--- config.mk ---
export PLATFORM = sky130hd
export DESIGN_NAME = regfile_rsp
export DESIGN_NICKNAME = d
export VERILOG_FILES = /design/src/rtl/regfile_rsp.sv
export SDC_FILE = /design/constraint.sdc
export NUM_CORES = 2
export LEC_CHECK = 0
export CAP_MARGIN = 20
export CORE_MARGIN = 5
export CORE_UTILIZATION = 31
export CTS_BUF_LIST = sky130_fd_sc_hd__clkbuf_2
export DETAILED_ROUTE_END_ITERATION = 10
export PLACE_DENSITY = 0.47
export SLEW_MARGIN = 20
export SYNTH_ARGS = -nofsm -noshare
export SYNTH_HDL_FRONTEND = slang
export SYNTH_SLANG_ARGS = --single-unit
export TNS_END_PERCENT = 30
--- constraint.sdc ---
create_clock -name Clk -period 47.4 [get_ports Clk]
set_input_delay 9.48 -clock Clk [delete_from_list [all_inputs] [get_ports Clk]]
set_output_delay 9.48 -clock Clk [all_outputs]
set_load 0.02 [all_outputs]
--- src/rtl/regfile_rsp.sv ---
// 32x32 register file behind a valid/ready request/response handshake.
// Reads are write-first and registered; one request per cycle when the response is consumed.
module regfile_rsp (
  input  logic        Clk,
  input  logic        Reset,
  input  logic        ReqValid,
  output logic        ReqReady,
  input  logic        RegWrite,
  input  logic [4:0]  WriteRegister,
  input  logic [31:0] WriteData,
  input  logic [4:0]  ReadRegister1,
  input  logic [4:0]  ReadRegister2,
  output logic        RspValid,
  input  logic        RspReady,
  output logic [31:0] ReadData1,
  output logic [31:0] ReadData2,
  output logic        ZeroWriteErr,
  output logic [15:0] ReqCount
);

  logic [31:0] regs [32];
  logic        accept;
  logic        wr_en;
  logic        zero_wr;
  logic [31:0] rd1_next;
  logic [31:0] rd2_next;

  // Ready depends only on the response slot, never on ReqValid.
  assign ReqReady = !RspValid || RspReady;
  assign accept   = ReqValid && ReqReady;
  assign wr_en    = accept && RegWrite && (WriteRegister != 5'd0);
  assign zero_wr  = accept && RegWrite && (WriteRegister == 5'd0);

  // Register 0 is never written, so it reads 0 without a special case.
  always_comb begin
    // NOTE: every always_comb output gets a default first so no latch is inferred.
    rd1_next = regs[ReadRegister1];
    rd2_next = regs[ReadRegister2];
    if (wr_en && (WriteRegister == ReadRegister1)) rd1_next = WriteData;
    if (wr_en && (WriteRegister == ReadRegister2)) rd2_next = WriteData;
  end

  always_ff @(posedge Clk or posedge Reset) begin
    if (Reset) begin
      // NOTE: the storage array is reset here because the block must come up all-zero;
      // a plain RAM without this loop would otherwise be the cheaper choice.
      for (int i = 0; i < 32; i++) regs[i] <= '0;
    end else if (wr_en) begin
      // NOTE: sequential state uses non-blocking assignments only.
      regs[WriteRegister] <= WriteData;
    end
  end

  always_ff @(posedge Clk or posedge Reset) begin
    if (Reset) begin
      RspValid  <= 1'b0;
      ReadData1 <= '0;
      ReadData2 <= '0;
    end else if (accept) begin
      RspValid  <= 1'b1;
      ReadData1 <= rd1_next;
      ReadData2 <= rd2_next;
    end else if (RspReady) begin
      RspValid  <= 1'b0;
    end
  end

  always_ff @(posedge Clk or posedge Reset) begin
    if (Reset) begin
      ReqCount     <= '0;
      ZeroWriteErr <= 1'b0;
    end else begin
      if (accept)  ReqCount     <= ReqCount + 16'd1;
      if (zero_wr) ZeroWriteErr <= 1'b1;
    end
  end

endmodule

# == Word level (Yosys, flattened, before mapping) ==
# Index checks and enable logic that the tools add are counted.
# word_totals
reg_bits,1106
output_inout_bits,83
# op_classes
addsub,1
n_lt_le_gt_ge,4
eq_ne,2
n_mux,13
bitwise_logic,3
reduce_logical,12
# ops
op,count
bitwise mux 1024 bit,1
binary-select mux 32 bit (select 5 bit),2
two-way mux 32 bit,7
demux 32 bit (select 5 bit),1
>= comparator 6 bit (second input constant),3
NOT 5 -> 6 bit,3
adder 16 x 1 -> 16 bit (second input constant),1
== test 5 bit,2
logical AND 1 bit,7
< comparator 6 x 1 -> 1 bit (second input constant),1
zero test 5 bit,1
nonzero test 5 bit,1
two-way mux 1 bit,2
nonzero test 2 bit,1
zero test 1 bit,1
logical OR 1 bit,1

# == Logic depth before layout (Yosys ltp) ==
# depth
depth_word,7
ltp_mapped,10
mapped_depth_nobuf,5

# == Worst setup path before layout ==
# OpenSTA, ideal clock, no wires.
# synth_path
kind,input-to-output
startpoint,input port RspReady
endpoint,output port ReqReady
t_arrival_ns,9.768
required_ns,37.920
path_slack_ns,28.152
cell_stages,2
n_path_buf,1
cell_sequence,nand2b_1 buf_2
# synth_between
elab_chain_len,1
# synth_rtl
item,line_no,source
"start, declared",14,"input logic RspReady,"
logical OR 1 bit,29,assign ReqReady = !RspValid || RspReady;
"end, declared",7,"output logic ReqReady,"
# Every way passes these cells.

# == Worst setup path after layout ==
# Same ends and word-level chain as after synthesis.

==> reports/metrics.yaml <==
power_uw: 2220
intPower_uw: 1510
hp-class: "reg2reg"
yosysTopAreaCellShare_pct: 47.4
vias_per_cell: 5.57
cts-root-buf: "clkbuf_2"
critPathMostFrequentCell: "clkdlybuf4s50_1"
synth_area_leaders: "dfrtp_1 (47%), mux2_2 (19%), mux2i_1 (10%)"
drtPass1Iterations: 5
hold_viol: 0
crit_fanout: 8
final_cell_count_no_fill: 7105
grt_pass1_vias: 41800
area_growth_pct: 9.98
fp.dieH_um: 444
netlist.top_cell.by_area: "dfrtp_1"
synthArstFlopShare_pct: 100
finClkSkew_ns: 0.123
tightest_slew_ns: 1.21
p_sw_share_pct: 32.0
cts_setup_buffers: 0
dp_hpwl_um: 116000
slew_viol_final: 0
wl_per_cell_um: 29.9
synth_edf_count: 0
slew_headroom_pct: 19.6
netlist_area_um2: 58400
cts.sinks: 1106
placedCellCount: 6573
yosys_warnings: 0
cts_resized: 0
drt_iter0_markers: 2930
cts_tree: "yes"
track_usage_pct: 21.1
whs_ns: 0.404
crit_path_start_kind: "input pin"
cp_num_buf_inv: 2
core_area_um2: 188000
htree_levels: 5
via_count: 39600
setup_viol: 0
cp_top_family: "buffers and inverters"
required_ns: 37.92
p_leak_uw: 0.0298
clk_transition_reported_paths_ns: 0.08
slowest_stage: "clkdlybuf4s50_1"
drive_gt1_share_pct: 41.3
syn_avg_cell_area_um2: 13.5
p_per_area_nw_per_um2: 34.5
period_share_pct: 42.9
cp-end-kind: "primary output"
io_buffers: 134
place_area_um2: 61700
antenna_found_initial: 10
post-route-min-period_ns: 20.34
fin_nets: 4459
drc: 0
clk-insertion-delay-late_ns: 1.76
power_switching_uw: 710
start_util_pct: 31.1
ir_worst_vdd_uv: 23.4
final_cell_area_um2: 64200
postRouteAntennaNets: 0
placementRows: 159
multiInputGateArea_um2: 28700
yosysSeqAreaShare_pct: 47.4
die-width_um: 444
syn-num-nets: 4365
outcome: "completed"
nFillCells: 18600
hold_buffers: 0
critPathKind: "in2out"
wirelength_um: 213000
ys_ff_latch: 1106
gp_congestion: 0.753
cap_viol_max_count: 0
io_pins: 135
ys.flop_type: "dfrtp_1"
fmax_ghz: 0.0492
grt_pass1_wl_um: 306000
rsz0062_at_grt: "no"
final_common_cell: "dfrtp_1"
final_cell_mix: "dfrtp_1 (1,106), mux2_2 (988), mux2i_1 (584)"
power_frac_seq_pct: 50.9
arrival_ns: 10.86
synth_cells: 4312
dieArea_um2: 197000
cts_buffer_depth: 4
cp_slowest_stage_delay_ns: 0.67
path_cells: "clkdlybuf4s50_1, nand2b_1, clkdlybuf4s50_1"
seq_area_um2: 27700
grt_max_degree: 159
cts_made_buffers: 326
clkPwrFrac_pct: 31.2
tns_ns: 0
grt_overflow: 0
ys_types: 53
p_comb_share_pct: 17.9
==> area by class of cell <==
type | instances | area share, %
Clock inverter | 47 | 0.279
Clock buffer | 480 | 3.74
Tap cell | 2495 | 4.86
Multi-Input combinational cell | 2729 | 44.7
Sequential cell | 1106 | 43.1
Antenna cell | 5 | 0.0195
Inverter | 6 | 0.0468
Timing Repair Buffer | 237 | 3.25
==> sequential cells by signal, indices dropped and copies added (netlist names) <==
signal / cells
ReadData2: 32
ZeroWriteErr: 1
regs: 1024
ReqCount: 16
RspValid: 1
ReadData1: 32
==> synth_stat cells (5+ instances only) <==
library cell	number
buf_6	20
a21oi_1	117
o311ai_0	5
xor2_1	11
and3_1	23
buf_1	18
a22oi_1	340
nand4_1	7
or2_2	6
buf_2	174
nor2b_1	25
xnor2_1	14
nand2b_1	7
mux4_2	243
o311ai_1	11
or3_1	17
nand3b_1	6
mux2_2	988
clkbuf_1	215
a311oi_1	17
inv_1	6
or4_1	25
and2_1	5
nand2_1	51
mux2i_1	584
o21ai_0	10
a211oi_1	20
dfrtp_1	1106
nor2_1	68
o22ai_1	15
o21ai_1	36
buf_4	43
nand3_1	28
a22o_1	15
==> layer usage <==
layer  GRT usage (%)  share of wire [%]
met5               0                  0
met3            3.53                4.5
met4            8.07                3.6
met2            34.9                 48
met1            27.8                 44
==> stage by stage <==
stage | setup WS, ns | util (%)
finish | 27.06 | 34.2
global route | 26.98 | 34.2
CTS | 27.04 | 34.3
detailed placement | 27.05 | 32.9
global placement | 27.03 | 32.9
floorplan | 6.78 | -
==> power groups by stage <==
stage / Sequential (uW) / Clock, uW / Combinational (uW)
after global placement: 1140 / 0 / 396
after global routing: 1140 / 771 / 427
after detailed placement: 1150 / 0 / 400
after CTS: 1130 / 726 / 401
final: 1130 / 692 / 397
after floorplan: 1140 / 0 / 273
==> worst paths after layout <==
| check | startpoint | endpoint | slack, ns | depth (start not counted) |
|---|---|---|---|---|
| min in group asynchronous | Reset | ReadData1[4]$_DFFE_PP0P_ | 8.32 | 2 |
| hold reg to reg | regs[1013]$_DFFE_PP0P_ | regs[1013]$_DFFE_PP0P_ | 0.40 | 0 |
| hold / removal | regs[1013]$_DFFE_PP0P_ | regs[1013]$_DFFE_PP0P_ | 0.40 | 0 |
| setup / recovery | RspReady | ReqReady | 27.06 | 3 |
| max in group asynchronous | Reset | regs[717]$_DFFE_PP0P_ | 34.64 | 7 |
| setup reg to reg | RspValid$_DFFE_PP0P_ | regs[419]$_DFFE_PP0P_ | 43.54 | 6 |
==> kinds of logic after synthesis <==
logic type / after synthesis / synth area share, %
muxes: 1819 / 38.5
DFF: 1106 / 47.4
AOI/OAI and AO/OA: 601 / 7.12
buffers and inverters: 477 / 3.98
and+or+nand+nor: 283 / 2.58
xor gates and xnor gates: 25 / 0.375
adders and majority gates: 1 / 0.0214
Note: power is estimated with default switching activity, not from simulation.
